===== src/rtl/hazard_pkg.sv =====
// Shared definitions for the hazard/forwarding controller slice.
//   FWD_RF     : forward-select value meaning "read the register file"
//   REG_ADDR_W : default register address width
//   sel_width  : width of one forward select for a given stage count
package hazard_pkg;

    localparam int unsigned REG_ADDR_W = 5;
    localparam int unsigned FWD_RF     = 0;

    function automatic int unsigned sel_width(input int unsigned numStg);
        return $clog2(numStg + 1);
    endfunction

endpackage


===== src/rtl/hazard_forward_ctrl_if.sv =====
// Pipeline-side bundle of the hazard/forwarding controller.
//   master : pipeline control (drives ID/EX/stage/LL fields, reads results)
//   slave  : controller (reads control fields, drives fwd_sel/stall/stall_cnt)
interface hazard_forward_ctrl_if #(
    parameter int unsigned REG_ADDR_W = 5,
    parameter int unsigned NUM_SRC    = 2,
    parameter int unsigned NUM_STG    = 2,
    parameter int unsigned SEL_W      = 2,
    parameter int unsigned CNT_W      = 16
);
    logic                          id_valid;
    logic [NUM_SRC*REG_ADDR_W-1:0] id_src;
    logic [NUM_SRC-1:0]            id_src_used;
    logic                          id_ll;
    logic [REG_ADDR_W-1:0]         id_rd;
    logic [NUM_SRC*REG_ADDR_W-1:0] ex_src;
    logic                          ex_is_load;
    logic [REG_ADDR_W-1:0]         ex_rd;
    logic [NUM_STG-1:0]            stg_regwrite;
    logic [NUM_STG*REG_ADDR_W-1:0] stg_rd;
    logic                          ll_done;
    logic [REG_ADDR_W-1:0]         ll_rd;
    logic [NUM_SRC*SEL_W-1:0]      fwd_sel;
    logic                          stall;
    logic [CNT_W-1:0]              stall_cnt;

    modport master (
        output id_valid, id_src, id_src_used, id_ll, id_rd,
        output ex_src, ex_is_load, ex_rd,
        output stg_regwrite, stg_rd, ll_done, ll_rd,
        input  fwd_sel, stall, stall_cnt
    );

    modport slave (
        input  id_valid, id_src, id_src_used, id_ll, id_rd,
        input  ex_src, ex_is_load, ex_rd,
        input  stg_regwrite, stg_rd, ll_done, ll_rd,
        output fwd_sel, stall, stall_cnt
    );
endinterface


===== src/rtl/hazard_forward_ctrl_reg_scoreboard.sv =====
// Register scoreboard: one pending bit per architectural register.
//   clk, reset     : clock, async active-high reset (clears all pending bits)
//   setEn/setRd    : mark register pending at next edge (wins over clear)
//   clrEn/clrRd    : clear register at next edge; also bypasses lookups now
//   lookupSrc/Used : per-operand source registers and read flags
//   wawRd          : destination register checked for a pending write
//   srcPending     : per-operand "used and still pending"
//   wawPending     : wawRd still pending
module reg_scoreboard import hazard_pkg::*; #(
    parameter int unsigned REG_ADDR_W = hazard_pkg::REG_ADDR_W,
    parameter int unsigned NUM_SRC    = 2
) (
    input  logic                          clk,
    input  logic                          reset,
    input  logic                          setEn,
    input  logic [REG_ADDR_W-1:0]         setRd,
    input  logic                          clrEn,
    input  logic [REG_ADDR_W-1:0]         clrRd,
    input  logic [NUM_SRC*REG_ADDR_W-1:0] lookupSrc,
    input  logic [NUM_SRC-1:0]            lookupUsed,
    input  logic [REG_ADDR_W-1:0]         wawRd,
    output logic [NUM_SRC-1:0]            srcPending,
    output logic                          wawPending
);
    localparam int unsigned NUM_REG = 1 << REG_ADDR_W;

    logic [NUM_REG-1:0] pending;
    logic [NUM_REG-1:0] pendVisible;

    always_ff @(posedge clk or posedge reset) begin
        if (reset) begin
            pending <= '0;
        end else begin
            if (clrEn) pending[clrRd] <= 1'b0;
            // Later assignment: an issue to the same register overrides completion.
            if (setEn) pending[setRd] <= 1'b1;
            pending[0] <= 1'b0;
        end
    end

    // A write-back presented this cycle already satisfies its consumers.
    always_comb begin
        pendVisible = pending;
        if (clrEn) pendVisible[clrRd] = 1'b0;
    end

    always_comb begin
        srcPending = '0;
        for (int unsigned i = 0; i < NUM_SRC; i++) begin
            srcPending[i] = lookupUsed[i] & pendVisible[lookupSrc[i*REG_ADDR_W +: REG_ADDR_W]];
        end
        wawPending = pendVisible[wawRd];
    end

endmodule


===== src/rtl/hazard_forward_ctrl.sv =====
// Hazard and forwarding controller beside the ID/EX pipeline register.
//   clk   : clock
//   reset : async active-high reset
//   bus   : control fields in (ID, EX, forwarding stages, LL write-back),
//           fwd_sel / stall / stall_cnt out
// fwd_sel and stall are purely combinational; stall_cnt saturates.
module hazard_forward_ctrl import hazard_pkg::*; #(
    parameter int unsigned REG_ADDR_W = hazard_pkg::REG_ADDR_W,
    parameter int unsigned NUM_SRC    = 2,
    parameter int unsigned NUM_STG    = 2,
    parameter int unsigned SEL_W      = sel_width(NUM_STG),
    parameter int unsigned CNT_W      = 16
) (
    input  logic                clk,
    input  logic                reset,
    hazard_forward_ctrl_if.slave bus
);
    logic [NUM_SRC*SEL_W-1:0] fwdSel;
    logic                     loadUse;
    logic                     sbHazard;
    logic                     stallInt;
    logic                     issue;
    logic [NUM_SRC-1:0]       srcPending;
    logic                     wawPending;
    logic [CNT_W-1:0]         stallCnt;

    // Scan oldest to youngest so the youngest matching stage is assigned last.
    always_comb begin
        fwdSel = '0;
        for (int unsigned i = 0; i < NUM_SRC; i++) begin
            fwdSel[i*SEL_W +: SEL_W] = SEL_W'(FWD_RF);
            for (int unsigned j = 0; j < NUM_STG; j++) begin
                if (bus.stg_regwrite[NUM_STG-1-j] &&
                    bus.stg_rd[(NUM_STG-1-j)*REG_ADDR_W +: REG_ADDR_W] != '0 &&
                    bus.stg_rd[(NUM_STG-1-j)*REG_ADDR_W +: REG_ADDR_W] ==
                        bus.ex_src[i*REG_ADDR_W +: REG_ADDR_W]) begin
                    fwdSel[i*SEL_W +: SEL_W] = SEL_W'(NUM_STG - j);
                end
            end
        end
    end

    always_comb begin
        loadUse = 1'b0;
        for (int unsigned i = 0; i < NUM_SRC; i++) begin
            if (bus.id_src_used[i] && bus.id_src[i*REG_ADDR_W +: REG_ADDR_W] == bus.ex_rd) begin
                loadUse = 1'b1;
            end
        end
        loadUse = loadUse & bus.id_valid & bus.ex_is_load & (bus.ex_rd != '0);
    end

    reg_scoreboard #(
        .REG_ADDR_W (REG_ADDR_W),
        .NUM_SRC    (NUM_SRC)
    ) uScoreboard (
        .clk        (clk),
        .reset      (reset),
        .setEn      (issue),
        .setRd      (bus.id_rd),
        .clrEn      (bus.ll_done),
        .clrRd      (bus.ll_rd),
        .lookupSrc  (bus.id_src),
        .lookupUsed (bus.id_src_used),
        .wawRd      (bus.id_rd),
        .srcPending (srcPending),
        .wawPending (wawPending)
    );

    assign sbHazard = bus.id_valid & ((|srcPending) | (bus.id_ll & wawPending));
    assign stallInt = loadUse | sbHazard;
    assign issue    = bus.id_valid & ~stallInt & bus.id_ll & (bus.id_rd != '0);

    always_ff @(posedge clk or posedge reset) begin
        if (reset) begin
            stallCnt <= '0;
        end else if (stallInt && stallCnt != '1) begin
            stallCnt <= stallCnt + 1'b1;
        end
    end

    assign bus.fwd_sel   = fwdSel;
    assign bus.stall     = stallInt;
    assign bus.stall_cnt = stallCnt;

endmodule


===== src/flat_wrapper.sv =====
// flat-port wrapper written by rule: the top's interface ports become plain ports
module hazard_forward_ctrl_flat import hazard_pkg::*;
#(
    parameter int unsigned REG_ADDR_W = hazard_pkg::REG_ADDR_W,
    parameter int unsigned NUM_SRC    = 2,
    parameter int unsigned NUM_STG    = 2,
    parameter int unsigned SEL_W      = sel_width(NUM_STG),
    parameter int unsigned CNT_W      = 16
)
  (clk, reset, bus_id_valid, bus_id_src, bus_id_src_used, bus_id_ll, bus_id_rd, bus_ex_src, bus_ex_is_load, bus_ex_rd, bus_stg_regwrite, bus_stg_rd, bus_ll_done, bus_ll_rd, bus_fwd_sel, bus_stall, bus_stall_cnt);
  hazard_forward_ctrl_if #(.REG_ADDR_W(REG_ADDR_W), .NUM_SRC(NUM_SRC), .NUM_STG(NUM_STG), .SEL_W(SEL_W), .CNT_W(CNT_W)) bus_i ();
  input  logic clk;
  input  logic reset;
  input wire logic [$bits(bus_i.id_valid)-1:0] bus_id_valid;
  input wire logic [$bits(bus_i.id_src)-1:0] bus_id_src;
  input wire logic [$bits(bus_i.id_src_used)-1:0] bus_id_src_used;
  input wire logic [$bits(bus_i.id_ll)-1:0] bus_id_ll;
  input wire logic [$bits(bus_i.id_rd)-1:0] bus_id_rd;
  input wire logic [$bits(bus_i.ex_src)-1:0] bus_ex_src;
  input wire logic [$bits(bus_i.ex_is_load)-1:0] bus_ex_is_load;
  input wire logic [$bits(bus_i.ex_rd)-1:0] bus_ex_rd;
  input wire logic [$bits(bus_i.stg_regwrite)-1:0] bus_stg_regwrite;
  input wire logic [$bits(bus_i.stg_rd)-1:0] bus_stg_rd;
  input wire logic [$bits(bus_i.ll_done)-1:0] bus_ll_done;
  input wire logic [$bits(bus_i.ll_rd)-1:0] bus_ll_rd;
  output wire logic [$bits(bus_i.fwd_sel)-1:0] bus_fwd_sel;
  output wire logic [$bits(bus_i.stall)-1:0] bus_stall;
  output wire logic [$bits(bus_i.stall_cnt)-1:0] bus_stall_cnt;
  assign bus_i.id_valid = bus_id_valid;
  assign bus_i.id_src = bus_id_src;
  assign bus_i.id_src_used = bus_id_src_used;
  assign bus_i.id_ll = bus_id_ll;
  assign bus_i.id_rd = bus_id_rd;
  assign bus_i.ex_src = bus_ex_src;
  assign bus_i.ex_is_load = bus_ex_is_load;
  assign bus_i.ex_rd = bus_ex_rd;
  assign bus_i.stg_regwrite = bus_stg_regwrite;
  assign bus_i.stg_rd = bus_stg_rd;
  assign bus_i.ll_done = bus_ll_done;
  assign bus_i.ll_rd = bus_ll_rd;
  assign bus_fwd_sel = bus_i.fwd_sel;
  assign bus_stall = bus_i.stall;
  assign bus_stall_cnt = bus_i.stall_cnt;
  hazard_forward_ctrl #(.REG_ADDR_W(REG_ADDR_W), .NUM_SRC(NUM_SRC), .NUM_STG(NUM_STG), .SEL_W(SEL_W), .CNT_W(CNT_W)) u_core (.clk(clk), .reset(reset), .bus(bus_i));
endmodule

===== config.mk =====
export PLATFORM = sky130hd
export DESIGN_NAME = hazard_forward_ctrl_flat
export DESIGN_NICKNAME = d
export VERILOG_FILES = /design/src/rtl/hazard_pkg.sv /design/src/rtl/hazard_forward_ctrl_if.sv /design/src/rtl/hazard_forward_ctrl_reg_scoreboard.sv /design/src/rtl/hazard_forward_ctrl.sv /design/src/flat_wrapper.sv
export SDC_FILE = /design/constraint.sdc
export NUM_CORES = 1
export LEC_CHECK = 0
export CORE_ASPECT_RATIO = 0.6
export CORE_MARGIN = 2
export CORE_UTILIZATION = 35
export DETAILED_ROUTE_END_ITERATION = 7
export GPL_ROUTABILITY_DRIVEN = 0
export PLACE_DENSITY = 0.64
export SLEW_MARGIN = 20
export SYNTH_ARGS = -nofsm -noshare
export SYNTH_HDL_FRONTEND = slang
export SYNTH_SLANG_ARGS = --single-unit

===== constraint.sdc =====
create_clock -name clk -period 3.5 [get_ports clk]
set_input_delay 0.525 -clock clk [delete_from_list [all_inputs] [get_ports clk]]
set_output_delay 0.525 -clock clk [all_outputs]
set_load 0.005 [all_outputs]

# After elaboration in Yosys (flattened, before gate mapping)
# Index checks and enable logic that the tools add are counted.
[word_totals]
input_bits = 55
wordCells = 66
reg_bits = 47
[classes]
n_lt_le_gt_ge = 6
addsub = 1
bitwise = 16
n_reduce_logical = 16
eq_ne = 7
n_mux = 18
[op_table]
columns = ["operator", "count"]
rows = [
  ["two-way mux 32 bit", 2],
  ["AND 32 bit", 1],
  ["inverter 32 bit", 1],
  ["OR 32 bit", 1],
  ["equality test 5 bit", 6],
  ["less-than comparator 5 x 6 -> 1 bit, second input constant", 4],
  ["nonzero test 5 bit", 4],
  ["adder 16 x 1 -> 16 bit, second input constant", 1],
  ["inequality test 16 bit, second input constant", 1],
  ["binary-select mux 1 bit (select 5 bit)", 3],
  ["logical AND 1 bit", 11],
  ["AND 1 bit", 10],
  ["demux 1 bit (select 5 bit)", 2],
  [">= comparator 5 x 1 -> 1 bit, second input constant", 2],
  ["two-way mux 2 bit", 4],
  ["two-way mux 1 bit", 7],
  ["OR 1 bit", 2],
  ["OR reduction 2 bit", 1],
  ["inverter 1 bit", 1],
]

# Depth between registers and ports, before layout
# Gate-level depths: netlist of run 1.
[logic_depth]
ltp_word = 19
mapped_depth = 12
depth_no_buf = 9

# Modules after synthesis
# A second synthesis of run 1 with hierarchy kept.
[unflattened]
cells_unflattened = 352
area_unflattened_um2 = 3480.8
[by_module_without_submodules]
columns = ["module", "instances", "cells_per_inst", "area_per_inst_um2"]
rows = [
  ["reg_scoreboard", 1, 223, 2259.7],
  ["hazard_forward_ctrl", 1, 129, 1221.2],
]

# Worst setup path before layout of run 1
# OpenSTA, ideal clock, no wires.
[synth_path]
path_kind = "input to output"
startpoint = "input bus_ll_rd[2]"
endpoint = "output bus_stall"
t_required_ps = 2975
arrival_ps = 2293
path_slack_ps = 682
stages = 10
path_buffers = 1
path_cell_list = "buf_2 > or4b_4 > o21ai_2 > mux2i_1 > o32ai_2 > o311ai_1 > a31oi_4 > nand2_1 > nand2_1 > nand2_1"
[synth_between]
elab_chain_cells = 14
[synth_rtl]
columns = ["element", "line", "text"]
rows = [
  ["from (decl)", "flat_wrapper.sv:25", "input wire logic [$bits(bus_i.ll_rd)-1:0] bus_ll_rd;"],
  ["less-than comparator 5 x 6 -> 1 bit (not written as such) or >= comparator 5 x 1 -> 1 bit (tied branches)", "hazard_forward_ctrl_reg_scoreboard.sv:44", "if (clrEn) pendVisible[clrRd] = 1'b0;"],
  ["logical AND 1 bit (not written as such)", "hazard_forward_ctrl_reg_scoreboard.sv:44", ""],
  ["two-way mux 1 bit (not written as such)", "hazard_forward_ctrl_reg_scoreboard.sv:44", ""],
  ["demux 1 bit (select 5 bit) (*)", "hazard_forward_ctrl_reg_scoreboard.sv:44", ""],
  ["inverter 32 bit (no line) (*)", "n/a", ""],
  ["AND 32 bit (no line) (*)", "n/a", ""],
  ["two-way mux 32 bit (*)", "hazard_forward_ctrl_reg_scoreboard.sv:44", ""],
  ["binary-select mux 1 bit (select 5 bit)", "hazard_forward_ctrl_reg_scoreboard.sv:50", "srcPending[i] = lookupUsed[i] & pendVisible[lookupSrc[i*REG_ADDR_W +: REG_ADDR_W]];"],
  ["two-way mux 1 bit (not written as such)", "hazard_forward_ctrl_reg_scoreboard.sv:50", ""],
  ["AND 1 bit", "hazard_forward_ctrl_reg_scoreboard.sv:50", ""],
  ["OR reduction 2 bit", "hazard_forward_ctrl.sv:70", "assign sbHazard = bus.id_valid & ((|srcPending) | (bus.id_ll & wawPending));"],
  ["OR 1 bit (*)", "hazard_forward_ctrl.sv:70", ""],
  ["AND 1 bit (*)", "hazard_forward_ctrl.sv:70", ""],
  ["OR 1 bit (*)", "hazard_forward_ctrl.sv:71", "assign stallInt = loadUse | sbHazard;"],
  ["to (decl)", "flat_wrapper.sv:27", "output wire logic [$bits(bus_i.stall)-1:0] bus_stall;"],
]
# Mark *: on every way between the ends. The rest lies on a longest branch, timed or not. The select of a mux whose other input is x is not followed.

# Worst setup path after layout of run 1
[layout_path]
startpoint = "input bus_ll_rd[3]"
endpoint = "output bus_stall"
# Same word-level chain as after synthesis.

==> results of run 1 <==
worst paths after layout:
path	startpoint	endpoint	slack (ns)
max	bus_ll_rd[3]	bus_stall	0.04
min	u_core.bus.stall_cnt[14]$_DFFE_PP0P_	u_core.bus.stall_cnt[14]$_DFFE_PP0P_	0.50
max reg2reg	u_core.uScoreboard.pending[29]$_DFF_PP0_	u_core.uScoreboard.pending[15]$_DFF_PP0_	0.67
min reg2reg	u_core.bus.stall_cnt[14]$_DFFE_PP0P_	u_core.bus.stall_cnt[14]$_DFFE_PP0P_	0.50
max in group asynchronous	reset	u_core.uScoreboard.pending[8]$_DFF_PP0_	2.29
min in group asynchronous	reset	u_core.uScoreboard.pending[27]$_DFF_PP0_	0.70
worst register-to-register path, delay by kind of cell (launching register included):
kind                   cells  cell delay (ns)
flip-flops                 1             0.43
multiplexers               1             0.32
buffers and inverters      2             0.38
AND/OR/NAND/NOR            2             0.26
AO/OA/AOI/OAI              5             1.35
logic make-up after synthesis:
kind of cell	count (synthesis)	share of synthesized area, %
AOI/OAI and AO/OA	123	22.37
xor gates and xnor gates	52	11.34
adders and majority gates	1	0.3115
buffers and inverters	38	4.953
DFF	47	29.28
muxes	28	8.318
and+or+nand+nor	168	23.43
power by group through the flow:
| stage | logic [W] | registers, W | clock network [W] |
|---|---|---|---|
| after floorplan | 0.000366 | 0.000704 | 0 |
| after global placement | 0.000730 | 0.000731 | 0 |
| after detailed placement | 0.000741 | 0.000733 | 0 |
| after CTS | 0.000757 | 0.000724 | 0.000497 |
| after global routing | 0.000859 | 0.000742 | 0.000523 |
| final | 0.000802 | 0.000732 | 0.000495 |
placed cells by master, fill, tap and decap left out, types with 7 or more instances in the layout:
master / instances
buf_4: 113
clkdlybuf4s50_1: 64
dfrtp_1: 47
dlygate4sd2_1: 7
inv_1: 10
mux2_2: 11
mux2i_1: 10
nand2_1: 30
nand2b_1: 10
nand3_1: 22
nand4_1: 18
nor2_1: 23
nor2b_1: 7
nor4_1: 8
o2111ai_1: 7
o21ai_0: 48
o21ai_2: 12
xnor2_1: 29
xor2_1: 23
layout make-up:
type                    instances  area, um2  area share [%]
multi-input cells             372       2795           46.53
repair buffers                193       1664           27.70
flip-flops and latches         47       1176           19.58
well taps                     144      180.2           2.999
clock buffers                   5      125.1           2.083
inverters                      11      42.54          0.7082
clock inverters                 3      23.77          0.3958
flip-flops by register name (all words and copies together) (netlist names):
register                    cells
u_core.bus.stall_cnt           16
u_core.uScoreboard.pending     31
stage by stage:
stage	instances	cell area, um2	setup slack [ns]	setup TNS (ns)
final	775	6007	0.04471	0
after detailed placement	761	5643	-0.4846	-2.915
after global routing	775	6007	-0.01189	-0.01189
after floorplan	457	4016	0.6821	0
after global placement	761	5643	-0.4743	-1.822
after CTS	770	5864	0.02020	0
what timing repair did:
action	CTS	global route
resized for setup	31	26
gates cloned	1	0
endpoints found under the setup margin	1	1
hold buffers	0	0
pin swaps	6	11
setup buffers	0	5
per-layer routing:
metal / up-vias / wire [um]
met5: - / 0
met4: 0 / 118
met3: 18 / 1951
met2: 275 / 6305
met1: 2231 / 7335
li1: 2067 / -
==> reports/results.ini, run 1 <==
[outcome]
outcome = finished, final reports clean

[clock_network]
ctsLongestPathBuffers = 2
clock_latency_ns = 0.30
cts_sinks = 47
cts.htree.levels = 2
cts-root-buf = clkbuf_16
clk_pin_slew_worst_paths_ns = 0.07
cts_buffers = 5
cts_tree = yes

[synth]
synth_top_area_share_pct = 29.28
synth.most_common_cell = o21ai_0
postSynthAreaPerCell_um2 = 8.789
ys.warnings.count = 0
synth_nets = 513
synth_seq_cells = 47
yosys-top-cells-count = o21ai_0, dfrtp_1, nand2_1, xnor2_1
ys_top_cells_by_area = dfrtp_1, o21ai_0, xnor2_1
ys_seq_area_share_pct = 29.28
synthesis.area_um2 = 4016
synth_top_flop_cell = dfrtp_1
synth_edf_count = 0
synth_cells = 457
ys_async_sr_fraction_pct = 100.0
ys_types = 74
synth_largest_area_cell = dfrtp_1

[route]
drt-pass1-iter-count = 7
wirelength_um = 15710
initialDrtViolationCount = 571
avgRoutedWirePerCell_um = 20.27
avgViaCountPerCell = 5.924
antenna_left = 0
drc = 0
vias = 4591

[worst_setup_path]
cpMostUsedCell = nand2_1
cp_num_cells = 12
critPathMaxFanout = 8
critPathSlowestCell = o21ai_0
reg2reg_depth = 10
slowest_delay_ns = 0.42
required_ns = 2.97
end_kind = primary output
crit_buf_inv = 3
path_cells = dlygate4sd2_1, buf_4, nand4bb_2, o21ai_0, mux2i_1, o32ai_2, o311ai_2, a31oi_4, nand2_1, nand2_1, nand2_1, clkdlybuf4s15_1
startpoint_type = primary input
cp.arrival_ns = 2.93
cp_top_family = compound AO/OA/AOI/OAI gates
critPathKind = primary input to primary output

[worst_hold_path]
holdPathStages = 1
min_path_type = flip-flop to flip-flop

[power_and_ir_drop]
clock_power_share_pct = 24.4
cellPowerDensity_nw_per_um2 = 337.7
internal_power_w = 0.001313
p_sw_w = 0.0007156
peakVddDrop_mv = 0.1809
p_leak_nw = 2.415
finalPower_w = 0.002029
power.share.combinational_pct = 39.5
seq_power_share_pct = 36.1
p_sw_share_pct = 35.27

[die]
io_pins = 76
die_w_um = 142.3
dieArea_um2 = 12380
core_area_um2 = 11220
die_height_um = 86.98
num_rows = 30
initial_core_util_pct = 35.79

[finish]
area_delta_synth_final_pct = 49.56
layout-drive-gt1-share_pct = 29.79
fillerInstances = 1011
insertedDiodeCount = 0
fin_util_pct = 53.52
layout.nets = 686

[global_route]
busiest_layer = met1
grt_overflow = 0
antenna_found_initial = 0
first_global_vias = 4258
grt_max_degree = 48
track_usage_pct = 25.15
grt_pass1_wl_um = 24000
grt_use_met2_pct = 34.04
use_met3_pct = 8.191
grtUsageMet1_pct = 39.22

[placed_design]
post-dp-hpwl_um = 12310
portBuffers = 75

[timing]
finalMaxSlewViolations = 0
fmax_ghz = 0.2894
maxSlewHeadroom_pct = 42.79
skew_ns = 0.01359
worst_pin_slew_ns = 0.8571
hold_viol_final = 0
setup_viol = 0
period_share_pct = 98.72
period_minus_slack_ns = 3.455
whs_ns = 0.5001

[job]
max-cap-violations = 0

Note: power is estimated with default switching activity, not from simulation.
==> run 2, diff against run 1 <==
- clock period: 3.5 -> 3.3 ns (I/O delays scaled with it)
==> reports/results.ini, run 2 (synthesized netlist as in run 1, its figures left out) <==
[outcome]
outcome = finished with violations
violations = negative setup slack

[route]
initialDrtViolationCount = 470  ; -18%
avgRoutedWirePerCell_um = 19.51  ; -3.8%
drt-pass1-iter-count = 5  ; -2
avgViaCountPerCell = 5.802  ; -2.1%
antenna_left = 0  ; unchanged
drc = 0  ; unchanged
wirelength_um = 15430  ; -1.8%
vias = 4589  ; -0.044%

[finish]
top_register = u_core.uScoreboard.pending
layout.nets = 702  ; +2.3%
largest_reg_flops = 31  ; unchanged
layout-drive-gt1-share_pct = 31.99  ; +2.2 points
final_common_cell = buf_4
insertedDiodeCount = 0  ; unchanged
final_cell_mix = buf_4, clkdlybuf4s50_1, dfrtp_1
area_delta_synth_final_pct = 53.12

[worst_setup_path]
crit_buf_inv = 3  ; unchanged
required_ns = 2.80  ; -0.17 ns
critPathSlowestCell = or4b_4
slowest_delay_ns = 0.64  ; +0.22 ns
startpoint_type = primary input
path_cells = dlygate4sd2_1, or4b_4, o21a_1, o31ai_2, nor4_2, buf_4, a31oi_4, nand2_1, nand2_1, nand2_1, buf_2
end_kind = primary output
critPathMaxFanout = 8  ; unchanged
cp.arrival_ns = 2.87  ; -0.06 ns
cp_top_family = simple AND/OR/NAND/NOR gates
critPathKind = primary input to primary output
cpMostUsedCell = nand2_1

[clock_network]
cts_sinks = 47  ; unchanged
cts-root-buf = clkbuf_16
clk_pin_slew_worst_paths_ns = 0.07  ; about the same
ctsLongestPathBuffers = 2  ; unchanged
hold_buffers = 0  ; unchanged
clock_latency_ns = 0.30  ; about the same
cts_buffers = 5  ; unchanged
cts.htree.levels = 2  ; unchanged
cts_tree = yes

[timing]
setup_viol = 1  ; +1
grt_setup_unrepaired = yes
setup_slack_ns = -0.06096  ; -0.1057 ns
hold_viol_final = 0  ; unchanged
maxSlewHeadroom_pct = 45.42  ; +2.6 points
tns_ns = -0.06096  ; -0.06096 ns
period_minus_slack_ns = 3.361
worst_pin_slew_ns = 0.8177  ; -0.03936 ns
finalMaxSlewViolations = 0  ; unchanged
skew_ns = 0.007603  ; -0.005983 ns
whs_ns = 0.4923  ; -0.007820 ns
fmax_ghz = 0.2975
period_share_pct = 101.8

[placed_design]
portBuffers = 75  ; unchanged
post-dp-hpwl_um = 12400  ; +0.73%

[global_route]
grt_pass1_wl_um = 23740  ; -1.1%
first_global_vias = 4276  ; +0.42%
track_usage_pct = 25.15  ; about the same
grt_overflow = 0  ; unchanged
grt_max_degree = 48  ; unchanged
antenna_found_initial = 0  ; unchanged

[die]
die_w_um = 142.3  ; unchanged
die_height_um = 86.98  ; unchanged
core_area_um2 = 11220  ; unchanged
num_rows = 30  ; unchanged
dieArea_um2 = 12380  ; unchanged
initial_core_util_pct = 35.79  ; unchanged
io_pins = 76  ; unchanged

[power_and_ir_drop]
peakVddDrop_mv = 0.2581  ; +43%
finalPower_w = 0.002235  ; +10%
p_leak_nw = 2.518  ; +4.2%
cellPowerDensity_nw_per_um2 = 363.5  ; +7.6%

[worst_hold_path]
min_path_type = flip-flop to flip-flop

[job]
max-cap-violations = 0  ; unchanged

## run 2: final timing paths
| path | from | end | slack [ns] | cells past startpoint |
|---|---|---|---|---|
| max | bus_ll_rd[2] | bus_stall | -0.06 | 11 |
| min | u_core.bus.stall_cnt[12]$_DFFE_PP0P_ | u_core.bus.stall_cnt[12]$_DFFE_PP0P_ | 0.49 | 1 |
| max reg2reg | u_core.uScoreboard.pending[29]$_DFF_PP0_ | u_core.uScoreboard.pending[10]$_DFF_PP0_ | 0.56 | 12 |
| min reg2reg | u_core.bus.stall_cnt[12]$_DFFE_PP0P_ | u_core.bus.stall_cnt[12]$_DFFE_PP0P_ | 0.49 | 1 |
| max in group asynchronous | reset | u_core.uScoreboard.pending[21]$_DFF_PP0_ | 2.15 | 2 |
| min in group asynchronous | reset | u_core.uScoreboard.pending[18]$_DFF_PP0_ | 0.65 | 2 |
## run 2: per-stage QoR
step / instance area [um2] / util (%) / std cells / worst slack [ns]
floorplan: 4016 / - / 457 / 0.5421
global placement: 5748 / 51.22 / 775 / -0.5945
detailed placement: 5748 / 51.22 / 775 / -0.5805
CTS: 6112 / 54.46 / 790 / 0.004686
global route: 6150 / 54.79 / 791 / -0.1447
finish: 6150 / 54.79 / 791 / -0.06096
## run 2: repair_timing
action                                  4_1_cts  5_1_grt
buffers inserted                              6        1
cloned                                        1        0
endpoints found under the setup margin        4       11
pin swaps                                    10        1
gates resized for setup                      49       11
## run 2: final cells by class
cell class,instances,area [um2]
repair buffers,209,1774
clock inverters,2,35.03
flip-flops and latches,47,1176
well taps,144,180.2
clock buffers,6,138.9
multi-input cells,372,2803
inverters,11,42.54
fillers,979,5074
## run 2: metal layers
layer	track usage, %	share of wire (%)	routed length [um]	up-vias
li1	-	-	-	2111
met1	40.10	47	7321	2210
met2	32.85	39	6081	247
met3	7.257	12	1846	21
met4	4.680	1.2	184	0
met5	0	0	0	-
## run 2: power breakdown
part / total (W) / switching (W) / internal, W
registers: 0.000776 / 0.000106 / 0.000671
clock network: 0.000606 / 0.000229 / 0.000377
logic: 0.000853 / 0.000409 / 0.000445
total: 0.00224 / 0.000743 / 0.00149
